<file path="src/rtl/ctrl_pkg.sv">
// ctrl_pkg: control-bundle bit indices, opcode values, sequencer states and opcode classification.
package ctrl_pkg;
    localparam int CTRL_W = 21;
    localparam int PCOUT = 0, ZHIGHOUT = 1, ZLOWOUT = 2, MDROUT = 3, MARIN = 4, PCIN = 5, MDRIN = 6;
    localparam int IRIN = 7, YIN = 8, ZLOWIN = 9, ZHIGHIN = 10, INCPC = 11, READ = 12, WRITE = 13;
    localparam int GRA = 14, GRB = 15, GRC = 16, RIN = 17, ROUT = 18, BAOUT = 19, COUT = 20;
    localparam int unsigned OP_LD = 0, OP_LDI = 1, OP_ST = 2, OP_R_LO = 3, OP_R_HI = 11;
    localparam int unsigned OP_NOP = 26, OP_HALT = 27;
    typedef enum logic [3:0] {
        T0 = 4'd0, T1 = 4'd1, T2 = 4'd2, T3 = 4'd3, T4 = 4'd4, T5 = 4'd5, T6 = 4'd6, T7 = 4'd7,
        IDLE = 4'hE, HALT = 4'hF
    } state_e;
    typedef enum logic [2:0] {K_LD, K_LDI, K_ST, K_R, K_NOP, K_HALT, K_ILL} kind_e;
    function automatic kind_e classify(input int unsigned op);
        return op == OP_LD ? K_LD : op == OP_LDI ? K_LDI : op == OP_ST ? K_ST :
               (op >= OP_R_LO && op <= OP_R_HI) ? K_R : op == OP_NOP ? K_NOP :
               op == OP_HALT ? K_HALT : K_ILL;
    endfunction
endpackage

</file>
<file path="src/rtl/ctrl_sequencer_if.sv">
// ctrl_sequencer_if: start/decode/memory inputs and control/status outputs of the sequencer.
interface ctrl_sequencer_if #(parameter int OPCODE_W = 5) ();
    logic start, mem_ready, busy, illegal, mem_err;
    logic [OPCODE_W-1:0] ir_opcode, alu_op;
    logic [ctrl_pkg::CTRL_W-1:0] ctrl;
    logic [3:0] step;
    modport master(output start, ir_opcode, mem_ready, input ctrl, alu_op, step, busy, illegal, mem_err);
    modport slave(input start, ir_opcode, mem_ready, output ctrl, alu_op, step, busy, illegal, mem_err);
endinterface

</file>
<file path="src/rtl/mem_wait_timer.sv">
// mem_wait_timer: counts not-ready cycles of a memory wait and flags the last allowed one.
module mem_wait_timer #(parameter int MEM_TIMEOUT = 16) (
    input  logic clock,
    input  logic clear,
    input  logic restart,
    input  logic ready,
    output logic timeout
);
    logic [7:0] cnt;
    always_ff @(posedge clock or negedge clear)
        if (!clear) cnt <= '0;
        else if (restart) cnt <= '0;
        else if (!ready) cnt <= cnt + 8'd1;
    assign timeout = !restart && !ready && cnt == 8'(MEM_TIMEOUT - 1);
endmodule

</file>
<file path="src/rtl/ctrl_sequencer.sv">
// ctrl_sequencer: T0-T7 fetch/execute control FSM with memory wait timeout and illegal-opcode halt.
module ctrl_sequencer import ctrl_pkg::*; #(
    parameter int OPCODE_W = 5,
    parameter int MEM_TIMEOUT = 16,
    parameter logic [OPCODE_W-1:0] ALU_ADD = 5'b00011
) (
    input logic clock,
    input logic clear,
    ctrl_sequencer_if.slave bus
);
    state_e state, next;
    kind_e kind;
    logic [OPCODE_W-1:0] op_q, alu_op;
    logic [CTRL_W-1:0] ctrl;
    logic t1_entry, in_wait, timeout, idle, illegal_q, mem_err_q, mem_op, r_op, ld_op, short_op;
    mem_wait_timer #(.MEM_TIMEOUT(MEM_TIMEOUT)) timer (
        .clock(clock), .clear(clear), .restart(!in_wait), .ready(bus.mem_ready), .timeout(timeout)
    );
    assign idle = state == IDLE || state == HALT;
    assign kind = classify(32'(state == T3 ? bus.ir_opcode : op_q));
    assign mem_op = kind == K_LD || kind == K_LDI || kind == K_ST;
    assign r_op = kind == K_R;
    assign ld_op = kind == K_LD;
    assign short_op = kind == K_LDI || r_op;
    assign in_wait = state == T1 || (state == T6 && ld_op) || (state == T7 && kind == K_ST);
    always_ff @(posedge clock or negedge clear) begin
        if (!clear) begin
            state <= IDLE;
            op_q <= '0;
            t1_entry <= 1'b0;
            illegal_q <= 1'b0;
            mem_err_q <= 1'b0;
        end else begin
            state <= next;
            t1_entry <= state == T0;
            if (state == T3) op_q <= bus.ir_opcode;
            if (idle && bus.start) begin
                illegal_q <= 1'b0;
                mem_err_q <= 1'b0;
            end else begin
                if (state == T3 && kind == K_ILL) illegal_q <= 1'b1;
                if (timeout) mem_err_q <= 1'b1;
            end
        end
    end
    // T1 is only entered from T0, so the registered "was T0" flag marks the single PC-load cycle
    always_comb begin
        next = state;
        ctrl = '0;
        alu_op = '0;
        case (state)
            IDLE, HALT: next = bus.start ? T0 : state;
            T0: begin
                ctrl[PCOUT] = 1'b1;
                ctrl[MARIN] = 1'b1;
                ctrl[INCPC] = 1'b1;
                ctrl[ZLOWIN] = 1'b1;
                alu_op = ALU_ADD;
                next = T1;
            end
            T1: begin
                ctrl[READ] = 1'b1;
                ctrl[MDRIN] = 1'b1;
                ctrl[ZLOWOUT] = t1_entry;
                ctrl[PCIN] = t1_entry;
                next = timeout ? HALT : bus.mem_ready ? T2 : T1;
            end
            T2: begin
                ctrl[MDROUT] = 1'b1;
                ctrl[IRIN] = 1'b1;
                next = T3;
            end
            T3: begin
                ctrl[GRB] = mem_op || r_op;
                ctrl[YIN] = mem_op || r_op;
                ctrl[BAOUT] = mem_op;
                ctrl[ROUT] = r_op;
                next = (mem_op || r_op) ? T4 : kind == K_NOP ? T0 : HALT;
            end
            T4: begin
                ctrl[COUT] = mem_op;
                ctrl[GRC] = !mem_op;
                ctrl[ROUT] = !mem_op;
                ctrl[ZLOWIN] = 1'b1;
                ctrl[ZHIGHIN] = !mem_op;
                alu_op = mem_op ? ALU_ADD : op_q;
                next = T5;
            end
            T5: begin
                ctrl[ZLOWOUT] = 1'b1;
                ctrl[GRA] = short_op;
                ctrl[RIN] = short_op;
                ctrl[MARIN] = !short_op;
                next = short_op ? T0 : T6;
            end
            T6: begin
                ctrl[READ] = ld_op;
                ctrl[MDRIN] = 1'b1;
                ctrl[GRA] = !ld_op;
                ctrl[ROUT] = !ld_op;
                next = !ld_op ? T7 : timeout ? HALT : bus.mem_ready ? T7 : T6;
            end
            T7: begin
                ctrl[MDROUT] = 1'b1;
                ctrl[GRA] = ld_op;
                ctrl[RIN] = ld_op;
                ctrl[WRITE] = !ld_op;
                next = ld_op ? T0 : timeout ? HALT : bus.mem_ready ? T0 : T7;
            end
            default: next = IDLE;
        endcase
    end
    assign bus.ctrl = ctrl;
    assign bus.alu_op = alu_op;
    assign bus.step = idle ? 4'hF : state;
    assign bus.busy = !idle;
    assign bus.illegal = illegal_q;
    assign bus.mem_err = mem_err_q;
endmodule

</file>
<file path="src/flat_wrapper.sv">
// flat-port wrapper written by rule: the top's interface ports become plain ports
module ctrl_sequencer_flat import ctrl_pkg::*;
#(
    parameter int OPCODE_W = 5,
    parameter int MEM_TIMEOUT = 16,
    parameter logic [OPCODE_W-1:0] ALU_ADD = 5'b00011
)
  (clock, clear, bus_start, bus_ir_opcode, bus_mem_ready, bus_ctrl, bus_alu_op, bus_step, bus_busy, bus_illegal, bus_mem_err);
  ctrl_sequencer_if #(.OPCODE_W(OPCODE_W)) bus_i ();
  input logic clock;
  input logic clear;
  input wire logic [$bits(bus_i.start)-1:0] bus_start;
  input wire logic [$bits(bus_i.ir_opcode)-1:0] bus_ir_opcode;
  input wire logic [$bits(bus_i.mem_ready)-1:0] bus_mem_ready;
  output wire logic [$bits(bus_i.ctrl)-1:0] bus_ctrl;
  output wire logic [$bits(bus_i.alu_op)-1:0] bus_alu_op;
  output wire logic [$bits(bus_i.step)-1:0] bus_step;
  output wire logic [$bits(bus_i.busy)-1:0] bus_busy;
  output wire logic [$bits(bus_i.illegal)-1:0] bus_illegal;
  output wire logic [$bits(bus_i.mem_err)-1:0] bus_mem_err;
  assign bus_i.start = bus_start;
  assign bus_i.ir_opcode = bus_ir_opcode;
  assign bus_i.mem_ready = bus_mem_ready;
  assign bus_ctrl = bus_i.ctrl;
  assign bus_alu_op = bus_i.alu_op;
  assign bus_step = bus_i.step;
  assign bus_busy = bus_i.busy;
  assign bus_illegal = bus_i.illegal;
  assign bus_mem_err = bus_i.mem_err;
  ctrl_sequencer #(.OPCODE_W(OPCODE_W), .MEM_TIMEOUT(MEM_TIMEOUT), .ALU_ADD(ALU_ADD)) u_core (.clock(clock), .clear(clear), .bus(bus_i));
endmodule
</file>
<file path="config.mk">
export PLATFORM = sky130hd
export DESIGN_NAME = ctrl_sequencer_flat
export DESIGN_NICKNAME = d
export VERILOG_FILES = /design/src/rtl/ctrl_pkg.sv /design/src/rtl/ctrl_sequencer_if.sv /design/src/rtl/mem_wait_timer.sv /design/src/rtl/ctrl_sequencer.sv /design/src/flat_wrapper.sv
export SDC_FILE = /design/constraint.sdc
export NUM_CORES = 1
export LEC_CHECK = 0
export ABC_AREA = 1
export CAP_MARGIN = 20
export CORE_ASPECT_RATIO = 1.2
export CORE_MARGIN = 3
export CORE_UTILIZATION = 45
export CTS_BUF_LIST = sky130_fd_sc_hd__clkbuf_8
export DETAILED_ROUTE_END_ITERATION = 10
export PLACE_DENSITY_LB_ADDON = 0.25
export SYNTH_ARGS = -nofsm -noshare
export SYNTH_HDL_FRONTEND = slang
export SYNTH_SLANG_ARGS = --single-unit
export TNS_END_PERCENT = 5
</file>
<file path="constraint.sdc">
create_clock -name clock -period 2.32 [get_ports clock]
set_input_delay 0.696 -clock clock [delete_from_list [all_inputs] [get_ports clock]]
set_output_delay 0.696 -clock clock [all_outputs]
set_load 0.02 [all_outputs]
</file>
==> results by group, run 1 <==
Flow run
  – Number of max-cap violations: 0

Timing
  – Hold Vio Cnt, Final: 0
  – TNS Setup: -8.381 ns
  – Min cycle time layout: 2.756 ns
  – Final worst slack: -0.4358 ns
  – Final Slew Violations: 0
  – Tcrit/Tclk final: 118.8%
  – Slew @ Worst Pin: 0.5484 ns
  – Fin Clk Skew: 0.007811 ns
  – Final setup fails: 26
  – Hold WS: 0.5259 ns
  – Unrepaired setup endpoints after global routing: true
  – Slew HR: 63.10%
  – Highest Clock Rate: 362.9 MHz

Die
  – Die Ht: 70.58 um
  – Die Footprint: 4222 um^2
  – IO Count: 42
  – Row count: 22
  – Die X: 59.82 um
  – Initial Util: 48.98%
  – Core area: 3193 um^2

Placement
  – Placed Area: 2367 um^2
  – RePlAce Congestion: 0.9062
  – Port Buffers: 40
  – Detail Placement HPWL: 3.407 mm
  – Inst Count DP: 344

Worst setup path
  – R2R cell count: 19
  – Setup CP Type: flop to output port
  – Worst Setup Start Kind: flop
  – Worst R2R Start: u_core.state[1]
  – CP Data Required Time: 1.62 ns
  – Worst EP arrival: 2.06 ns
  – Worst r2r dst: u_core.bus.illegal
  – Reg2Reg Setup Slack: -0.40 ns
  – Setup crit end kind: output port
  – Worst-path maximum fanout: 5

Global routing
  – Initial antenna violation count: 0
  – GRT Overall Usage: 26.20%
  – Vias in the first global route: 1,838
  – First-pass GRT wire length: 8.404 mm
  – Gr ovfl total: 0
  – Largest net degree at the start of global routing: 21

Hold path
  – Hold endpoint: u_core.bus.mem_err
  – Worst hold start: u_core.bus.mem_err
  – Worst Hold Class: flop to flop
  – WHS Path Cells: 2

Synth
  – Synth Area per Inst: 6.890 um^2
  – Cells after synthesis: 227
  – Post-synth EDFFs: 0
  – Largest area contributor in the netlist: dfrtp_1
  – Synthesis warning total: 0
  – Distinct cells, synth: 35
  – Synthesized flop and latch total: 20
  – Top-area cell type share of the netlist area: 27.20%
  – Seq/Total Area, Yosys: 32.24%
  – Post-synth top flop: dfrtp_1
  – Post-synth ARST share: 100.0%
  – Top cells by area, synth: dfrtp_1 27%, nand2_1 12%, inv_1 11%, nor2_1 6.2%, nand3_1 5.1%
  – Syn Nets: 237
  – Synthesized area: 1564 um^2

Clock network
  – CTS Buffer Depth: 2
  – Clock sinks: 20
  – Clock Latency Late Sink: 0.27 ns
  – H-tree levels: 1
  – Hold-fix buffers, CTS: 0
  – Worst-path clk slew: 0.07 ns
  – CTS tree: yes
  – Root buf cell: clkbuf_8
  – CTS buffer count: 3

Route
  – WL per Instance: 14.37 um
  – Via count: 1,839
  – Routed wire length: 5.232 mm
  – Drt pass-1 iters: 5
  – Vias per Instance: 5.052
  – Drt drc: 0
  – DR iter-0 viols: 106
  – DRT antenna net count: 0

Finish
  – Fill cell count: 205
  – Post-Layout Inst Area: 2605 um^2
  – Ant diodes: 0
  – Ratio of cells with drive above 1 in the final layout: 52.13%
  – Layout Cells excl Fill: 364
  – Most frequent cells in the layout: 73 x buf_4, 43 x inv_1, 29 x nand2_1
  – Synth-to-layout area growth: 66.56%
  – Multi-input gate area: 955.9 um^2
  – Storage element area: 504.2 um^2
  – Final #Nets: 339
  – Commonest non-fill, non-tap cell in the layout: buf_4

Pwr
  – Peak VDD IR: 0.0009561 V
  – Pwr per Cell Area: 1385 nW/um^2
  – Leakage Power: 1.428 nW

Run status
  – Violated checks: negative setup slack
  – Status: finished, violations left
==> registers in the layout, summed over array words and instances, names as in the netlist <==
name                count
u_core.state            4
u_core.op_q             5
u_core.bus.illegal      1
u_core.bus.mem_err      1
u_core.t1_entry         1
u_core.timer.cnt        8
==> kinds of logic (layout without fill, tap and decap cells) <==
kind of cell / count (synthesis) / after routing / share of synthesized area, %
buf+inv: 57 / 158 / 15.92
other cells: 1 / 1 / 0.2398
fa+ha+maj: 1 / 1 / 0.7999
flops: 20 / 20 / 32.24
xor+xnor: 3 / 3 / 1.680
simple gates: 133 / 133 / 44.16
compound gates: 12 / 12 / 4.960
==> how the worst max path moves through the flow <==
stage,cells after the start,slack [ns],startpoint,end
final,12,-0.44,u_core.state[1],bus_ctrl[4]
after global routing,13,-0.55,u_core.state[1],bus_ctrl[18]
after CTS,13,-0.39,u_core.state[1],bus_ctrl[18]
after detailed placement,12,-0.99,bus_ir_opcode[3],bus_ctrl[18]
after global placement,12,-0.95,bus_ir_opcode[3],bus_ctrl[18]
after floorplan,9,-0.08,u_core.state[1],bus_ctrl[18]
==> Yosys cell counts, types with 2 or more instances <==
library cell	n
dfrtp_1	17
nand3b_1	4
inv_1	44
xor2_1	2
buf_6	2
nand4_1	8
or2_2	2
nor2_1	26
nand3_1	16
nor3_1	5
o211ai_1	2
inv_2	2
o21ai_0	3
nand3_2	4
nand2_1	48
a21oi_1	3
a21oi_2	2
dfstp_2	3
clkbuf_1	2
nand2_4	5
nand2_2	8
nor2_4	3
buf_4	4
==> through the flow <==
stage / setup slack, ns / utilization, % / power, mW
6_report: -0.4358 / 81.58 / 3.607
5_1_grt: -0.5541 / 81.58 / 3.851
4_1_cts: -0.3926 / 79.51 / 3.376
3_5_place_dp: -0.9899 / 74.14 / 2.882
3_3_place_gp: -0.9495 / 74.14 / 2.846
2_1_floorplan: -0.07681 / - / 1.810
==> metal layers <==
| metal | global-route usage, % | up-vias | wire length [um] |
|---|---|---|---|
| met5 | 0 | - | 0 |
| met4 | 13.55 | 0 | 174 |
| met3 | 5.109 | 16 | 270 |
| met2 | 44.47 | 59 | 2660 |
| met1 | 30.22 | 864 | 2126 |
| li1 | - | 900 | - |
==> worst max-delay path: stages (launching register included) <==
cell and delay [ns]:
dfstp_2 0.56, nand2_4 0.07, inv_4 0.08, buf_12 0.10, nand3b_1 0.11, nand2_2 0.15, nand2_2 0.08, nor2_4 0.17
nand2_2 0.09, buf_6 0.13, nand3_2 0.08, nand2_2 0.05, buf_6 0.12
==> power by group <==
part | internal, mW | total (mW) | leakage [nW] | switching [mW]
Sequential | 0.466 | 0.546 | 0.256 | 0.0802
Clock | 0.118 | 0.242 | 0.0269 | 0.124
Combinational | 1.30 | 2.82 | 1.14 | 1.52
==> layout make-up <==
| class | instances | share of cell area, % |
|---|---|---|
| repair buffers | 106 | 33.29 |
| clock buffers | 3 | 1.585 |
| multi-input cells | 150 | 36.70 |
| well taps | 36 | 1.729 |
| clock inverters | 1 | 0.1441 |
| inverters | 48 | 7.205 |
| flip-flops and latches | 20 | 19.36 |
==> what timing repair did <==
action	CTS	global route
setup endpoints to repair	27	31
gates resized for setup	137	26
setup buffers	16	1
pin swaps	17	14
cloned	0	0
hold endpoints to repair	0	0
No activity file was read; power rests on OpenSTA's default activity.
==> run 2, diff against run 1 <==
--- a/config.mk
+++ b/config.mk
@@ -9,7 +9,7 @@
 export CAP_MARGIN = 20
 export CORE_ASPECT_RATIO = 1.2
 export CORE_MARGIN = 3
-export CORE_UTILIZATION = 45
+export CORE_UTILIZATION = 54
 export CTS_BUF_LIST = sky130_fd_sc_hd__clkbuf_8
 export DETAILED_ROUTE_END_ITERATION = 10
 export PLACE_DENSITY_LB_ADDON = 0.25
==> constraint.sdc (replaced) <==
create_clock -name clock -period 3.38 [get_ports clock]
set_input_delay 1.014 -clock clock [delete_from_list [all_inputs] [get_ports clock]]
set_output_delay 1.014 -clock clock [all_outputs]
set_load 0.02 [all_outputs]
==> results by group, run 2 (synthesis gave the netlist of run 1 again) <==
Finish
  – Ratio of cells with drive above 1 in the final layout: 38.49% (was 52.13%)
  – Largest reg by FF count: u_core.timer.cnt (unchanged)
  – Storage element area: 504.2 um^2 (unchanged)
  – Final #Nets: 315 (was 339)
  – Fill cell count: 133 (was 205)
  – Synth-to-layout area growth: 49.84% (was 66.56%)
  – Commonest non-fill, non-tap cell in the layout: buf_4 (unchanged)
  – Post-Layout Inst Area: 2344 um^2 (was 2605 um^2)
  – Ant diodes: 0 (unchanged)
  – Largest register FFs: 8 (unchanged)
  – Top flop regs: u_core.timer.cnt (8), u_core.op_q (5), u_core.state (4) (unchanged)
  – Most frequent cells in the layout: 45 x buf_4, 43 x inv_1, 37 x nand2_1 (was 73 x buf_4, 43 x inv_1, 29 x nand2_1)
  – Layout Utilization: 88.35% (was 81.58%)
  – Multi-input gate area: 882.1 um^2 (was 955.9 um^2)
  – Layout Cells excl Fill: 337 (was 364)

Worst setup path
  – Setup crit end kind: output port (unchanged)
  – Slowest-stage cell, CP: dlygate4sd2_1 (was dfstp_2)
  – Most used cell, CP: nand2_2 (unchanged)
  – Worst EP arrival: 2.38 ns (was 2.06 ns)
  – Worst Setup Start Kind: primary input (was flop)
  – CP Cell Sequence: dlygate4sd2_1, nand3b_1, nand2_2, nand2_2, nor2_4, nand2_2, buf_4, nand3_2, nand2_2, buf_6 (was nand2_4, inv_4, buf_12, nand3b_1, nand2_2, nand2_2, nor2_4, nand2_2, buf_6, nand3_2, nand2_2, buf_6)
  – Worst R2R Start: u_core.state[1] (unchanged)
  – Worst-path maximum fanout: 5 (unchanged)
  – Worst r2r dst: u_core.state[0] (was u_core.bus.illegal)
  – Peak per-stage delay on the critical path: 0.24 ns (was 0.56 ns)
  – Reg2Reg Setup Slack: 0.15 ns (was -0.40 ns)
  – CP Data Required Time: 2.37 ns (was 1.62 ns)
  – Setup CP Type: primary input to output port (was flop to output port)
  – R2R cell count: 21 (was 19)

Global routing
  – Initial antenna violation count: 0 (unchanged)
  – Largest net degree at the start of global routing: 21 (unchanged)
  – Gr ovfl total: 0 (unchanged)
  – GRT Overall Usage: 31.26% (was 26.20%)
  – Vias in the first global route: 1,851 (was 1,838)
  – First-pass GRT wire length: 8.093 mm (was 8.404 mm)

Die
  – Core area: 2653 um^2 (was 3193 um^2)
  – Row count: 20 (was 22)
  – Initial Util: 58.96% (was 48.98%)
  – IO Count: 42 (unchanged)
  – Die X: 55.13 um (was 59.82 um)
  – Die Footprint: 3581 um^2 (was 4222 um^2)
  – Die Ht: 64.96 um (was 70.58 um)

Clock network
  – Clock Latency Late Sink: 0.26 ns (was 0.27 ns)
  – H-tree levels: 1 (unchanged)
  – CTS buffer count: 3 (unchanged)
  – CTS Buffer Depth: 2 (unchanged)
  – Worst-path clk slew: 0.07 ns (about the same)
  – Clock sinks: 20 (unchanged)
  – Root buf cell: clkbuf_8 (unchanged)
  – CTS tree: yes (unchanged)

Route
  – DRT antenna net count: 0 (unchanged)
  – DR iter-0 viols: 80 (was 106)
  – Routed wire length: 5.493 mm (was 5.232 mm)
  – Drt pass-1 iters: 5 (unchanged)
  – Vias per Instance: 5.576 (was 5.052)
  – Via count: 1,879 (was 1,839)
  – Drt drc: 0 (unchanged)
  – WL per Instance: 16.30 um (was 14.37 um)

Run status
  – Violated checks: negative setup slack (unchanged)
  – Status: finished, violations left (unchanged)

Pwr
  – Clock share of power: 6.9% (was 6.7%)
  – Peak VDD IR: 0.0006641 V (was 0.0009561 V)
  – Pint: 1.176 mW (was 1.885 mW)
  – Part of the power in registers: 17.2% (was 15.1%)
  – Leakage Power: 1.318 nW (was 1.428 nW)
  – Total chip power: 2.321 mW (was 3.607 mW)
  – Switch share: 49.35% (was 47.74%)
  – Comb power frac: 75.9% (was 78.1%)
  – Sw Pwr: 1.146 mW (was 1.722 mW)
  – Pwr per Cell Area: 990.6 nW/um^2 (was 1385 nW/um^2)

Hold path
  – Hold endpoint: u_core.bus.illegal (was u_core.bus.mem_err)
  – WHS Path Cells: 2 (unchanged)
  – Worst hold start: u_core.bus.illegal (was u_core.bus.mem_err)
  – Worst Hold Class: flop to flop (unchanged)

Timing
  – Hold Vio Cnt, Final: 0 (unchanged)
  – Slew @ Worst Pin: 0.5542 ns (was 0.5484 ns)
  – Unrepaired setup endpoints after global routing: true (unchanged)
  – Min cycle time layout: 3.390 ns
  – Hold WS: 0.5252 ns (was 0.5259 ns)
  – TNS Setup: -0.01034 ns (was -8.381 ns)
  – Final Slew Violations: 0 (unchanged)
  – Highest Clock Rate: 295.0 MHz
  – Slew HR: 62.72% (was 63.10%)
  – Final worst slack: -0.01034 ns (was -0.4358 ns)
  – Tcrit/Tclk final: 100.3%
  – Fin Clk Skew: 0.001695 ns (was 0.007811 ns)
  – Final setup fails: 1 (was 26)

Placement
  – Port Buffers: 40 (unchanged)
  – Detail Placement HPWL: 3.268 mm (was 3.407 mm)
  – Placed Area: 2083 um^2 (was 2367 um^2)
  – Setup slack at placement: -0.5832 ns (was -0.9899 ns)
  – RePlAce Congestion: 0.8989 (was 0.9062)
  – Inst Count DP: 310 (was 344)

Flow run
  – Number of max-cap violations: 0 (unchanged)
==> run 2: cell count changes in the layout (fill, tap and decap cells not counted), moves of 5 or more <==
cell and change:
buf_4 -28, buf_6 -5, clkdlybuf4s50_1 +10, nand2_1 +8, nor2_1 +7, nor2_2 -7, nand2_2 -8
==> run 2: critical path, delay by kind of cell <==
kind                   cells  cell delay (ns)
and+or+nand+nor            7             0.84
buffers and inverters      3             0.51
==> run 2: worst max-delay path by stage <==
stage	to	slack, ns	startpoint
2_1_floorplan	bus_ctrl[16]	0.32	bus_ir_opcode[1]
3_3_place_gp	bus_alu_op[0]	-0.53	bus_ir_opcode[2]
3_5_place_dp	bus_ctrl[18]	-0.58	bus_ir_opcode[3]
4_1_cts	bus_alu_op[0]	-0.07	bus_ir_opcode[1]
5_1_grt	bus_ctrl[4]	-0.05	bus_ir_opcode[3]
6_report	bus_ctrl[4]	-0.01	bus_ir_opcode[2]
==> run 2: layout make-up <==
| class | instances | share of cell area (%) |
|---|---|---|
| clock buffers | 3 | 1.762 |
| clock inverters | 1 | 0.1602 |
| inverters | 48 | 7.848 |
| multi-input cells | 150 | 37.64 |
| flip-flops and latches | 20 | 21.52 |
| well taps | 33 | 1.762 |
| repair buffers | 82 | 29.31 |
==> run 2: power by group through the flow <==
stage                     Clock [mW]  Sequential [mW]  Combinational, mW
final                          0.161            0.399               1.76
after CTS                      0.163            0.386               1.58
after floorplan                    0            0.383              0.819
after detailed placement           0            0.389               1.34
after global routing           0.173            0.405               1.87
after global placement             0            0.385               1.31
==> run 2: repair_timing <==
item / in CTS / in global routing
buffers inserted: 23 / 0
endpoints found under the hold margin: 0 / 0
hold buffers: 0 / 0
pin swaps: 7 / 8
setup endpoints to repair: 18 / 19
resized for setup: 85 / 23
==> run 2: layer usage <==
layer	track usage (%)	up-vias	share of wire, %
met5	0	-	0
met1	33.72	890	36
met2	51.48	106	50
met4	21.88	0	5.5
met3	6.897	32	8.1
li1	-	851	-
==> run 3, diff against run 2 <==
--- a/config.mk
+++ b/config.mk
@@ -9,7 +9,7 @@
 export CAP_MARGIN = 20
 export CORE_ASPECT_RATIO = 1.2
 export CORE_MARGIN = 3
-export CORE_UTILIZATION = 54
+export CORE_UTILIZATION = 50
 export CTS_BUF_LIST = sky130_fd_sc_hd__clkbuf_8
 export DETAILED_ROUTE_END_ITERATION = 10
 export PLACE_DENSITY_LB_ADDON = 0.25
==> constraint.sdc (replaced) <==
create_clock -name clock -period 3.3 [get_ports clock]
set_input_delay 0.99 -clock clock [delete_from_list [all_inputs] [get_ports clock]]
set_output_delay 0.99 -clock clock [all_outputs]
set_load 0.02 [all_outputs]
==> results by group, run 3 (synthesis gave the netlist of run 1 again) <==
Global routing
  – Largest net degree at the start of global routing: 21 (unchanged)
  – Vias in the first global route: 1,575 (was 1,851)
  – Initial antenna violation count: 0 (unchanged)
  – Gr ovfl total: 0 (unchanged)
  – First-pass GRT wire length: 6.851 mm (was 8.093 mm)
  – GRT Overall Usage: 22.87% (was 31.26%)

Worst setup path
  – CP Cell Sequence: clkdlybuf4s50_1, nand2_1, nand2_4, nand2_4, nand2_4, nor2_4, inv_2, nand2_4, o211ai_1, buf_4 (was dlygate4sd2_1, nand3b_1, nand2_2, nand2_2, nor2_4, nand2_2, buf_4, nand3_2, nand2_2, buf_6)
  – CP Data Required Time: 2.31 ns (was 2.37 ns)
  – Setup CP Type: primary input to output port (unchanged)
  – Peak per-stage delay on the critical path: 0.45 ns (was 0.24 ns)
  – CP bufs+invs: 3 (unchanged)
  – Worst-path maximum fanout: 5 (unchanged)
  – Slowest-stage cell, CP: clkdlybuf4s50_1 (was dlygate4sd2_1)
  – Worst EP arrival: 2.26 ns (was 2.38 ns)
  – Largest delay share family, worst path: buffers and inverters (was simple AND/OR/NAND/NOR gates)
  – Most used cell, CP: nand2_4 (was nand2_2)
  – Worst Setup Start Kind: primary input (unchanged)
  – Setup crit end kind: output port (unchanged)

Clock network
  – CTS Buffer Depth: 2 (unchanged)
  – CTS buffer count: 3 (unchanged)
  – H-tree levels: 1 (unchanged)
  – Clock Latency Late Sink: 0.26 ns (about the same)
  – Hold-fix buffers, CTS: 0 (unchanged)
  – Root buf cell: clkbuf_8 (unchanged)
  – CTS tree: yes (unchanged)
  – Clock sinks: 20 (unchanged)
  – Worst-path clk slew: 0.08 ns (was 0.07 ns)

Die
  – Initial Util: 54.11% (was 58.96%)
  – Core area: 2890 um^2 (was 2653 um^2)
  – Die Footprint: 3838 um^2 (was 3581 um^2)
  – IO Count: 42 (unchanged)
  – Die Ht: 67.27 um (was 64.96 um)
  – Die X: 57.06 um (was 55.13 um)
  – Row count: 21 (was 20)

Finish
  – Fill cell count: 187 (was 133)
  – Largest register FFs: 8 (unchanged)
  – Ratio of cells with drive above 1 in the final layout: 34.84% (was 38.49%)
  – Most frequent cells in the layout: 42 x inv_1, 38 x nand2_1, 33 x buf_4 (was 45 x buf_4, 43 x inv_1, 37 x nand2_1)
  – Commonest non-fill, non-tap cell in the layout: inv_1 (was buf_4)
  – Multi-input gate area: 914.6 um^2 (was 882.1 um^2)
  – Largest reg by FF count: u_core.timer.cnt (unchanged)
  – Top flop regs: u_core.timer.cnt (8), u_core.op_q (5), u_core.state (4) (unchanged)
  – Storage element area: 504.2 um^2 (unchanged)
  – Final #Nets: 298 (was 315)
  – Ant diodes: 0 (unchanged)
  – Synth-to-layout area growth: 46.48% (was 49.84%)

Route
  – DRT antenna net count: 0 (unchanged)
  – Via count: 1,723 (was 1,879)
  – Drt pass-1 iters: 4 (was 5)
  – WL per Instance: 14.37 um (was 16.30 um)
  – Routed wire length: 4.612 mm (was 5.493 mm)
  – Drt drc: 0 (unchanged)
  – DR iter-0 viols: 87 (was 80)
  – Vias per Instance: 5.368 (was 5.576)

Timing
  – Final Slew Violations: 0 (unchanged)
  – Tcrit/Tclk final: 98.55%
  – Hold Vio Cnt, Final: 0 (unchanged)
  – Unrepaired setup endpoints after global routing: true (unchanged)
  – Fin Clk Skew: 0.006753 ns (was 0.001695 ns)
  – Slew @ Worst Pin: 0.6127 ns (was 0.5542 ns)
  – Min cycle time layout: 3.252 ns
  – Highest Clock Rate: 307.5 MHz
  – Slew HR: 58.77% (was 62.72%)
  – Hold WS: 0.5254 ns (was 0.5252 ns)
  – Final setup fails: 0 (was 1)

Run status
  – Status: completed (was finished, violations left)

Flow run
  – Number of max-cap violations: 0 (unchanged)

Placement
  – Port Buffers: 40 (unchanged)
  – Detail Placement HPWL: 3.087 mm (was 3.268 mm)
  – RePlAce Congestion: 0.8766 (was 0.8989)

Hold path
  – Worst Hold Class: flop to flop (unchanged)

Pwr
  – Pwr per Cell Area: 981.7 nW/um^2 (was 990.6 nW/um^2)
  – Peak VDD IR: 0.0006169 V (was 0.0006641 V)
  – Leakage Power: 1.283 nW (was 1.318 nW)
  – Total chip power: 2.249 mW (was 2.321 mW)
-- run 3: final cells by class --
class                           instances  share of cell area (%)
Multi-Input combinational cell        150                   39.92
Timing Repair Buffer                   65                   25.01
Sequential cell                        20                   22.01
Inverter                               48                   8.083
Tap cell                               34                   1.857
Clock buffer                            3                   1.802
Clock inverter                          1                   1.311
-- run 3: layer usage --
metal  up-vias  track usage, %  share of wire (%)
met1       815           28.54                 40
met2        78           40.43                 52
met5         -               0                  0
met3         8           3.824                6.9
met4         0           6.957                1.1
li1        822               -                  -
-- run 3: report_power, final --
part / total [mW] / internal, mW / switching [mW]
clock network: 0.245 / 0.162 / 0.0834
logic: 1.61 / 0.653 / 0.961
registers: 0.390 / 0.328 / 0.0627
-- run 3: path summary, 6_finish.rpt --
| check | slack (ns) | endpoint | depth (start not counted) | from |
|---|---|---|---|---|
| hold reg to reg | 0.53 | u_core.bus.mem_err | 2 | u_core.bus.mem_err |
| min in group asynchronous | 1.06 | u_core.t1_entry | 2 | clear |
| hold / removal | 0.53 | u_core.bus.mem_err | 2 | u_core.bus.mem_err |
| setup / recovery | 0.05 | bus_ctrl[18] | 10 | bus_ir_opcode[0] |
| max in group asynchronous | 1.97 | u_core.state[1] | 2 | clear |
| setup reg to reg | 0.98 | u_core.state[0] | 14 | u_core.state[1] |
-- run 3: stage by stage --
stage | area, um^2 | cells | setup WS [ns] | utilization (%) | TNS (ns)
finish | 2291 | 321 | 0.04795 | 79.26 | 0
global route | 2291 | 321 | -0.06454 | 79.26 | -0.1240
CTS | 2156 | 319 | -0.1293 | 74.59 | -1.225
detailed placement | 2100 | 313 | -0.6386 | 72.64 | -8.842
global placement | 2100 | 313 | -0.5806 | 72.64 | -8.424
floorplan | 1564 | 227 | 0.2928 | - | 0
-- run 3: worst register-to-register path, cell delays in order, from the launching register on --
cell     delay (ns)
dfstp_2        0.56
nand2_4        0.08
nor2_4         0.23
nand2_1        0.14
nand2_4        0.10
buf_6          0.12
inv_2          0.04
buf_4          0.14
nand3_2        0.07
buf_4          0.11
nand3_2        0.22
nand3_1        0.18
nand2_1        0.08
nand2_1        0.07
nand3_1        0.06
-- run 3: timing repair --
action | in CTS | in global routing
buffers inserted | 2 | 2
endpoints found under the setup margin | 20 | 20
pin swaps | 4 | 12
gates resized for setup | 86 | 38
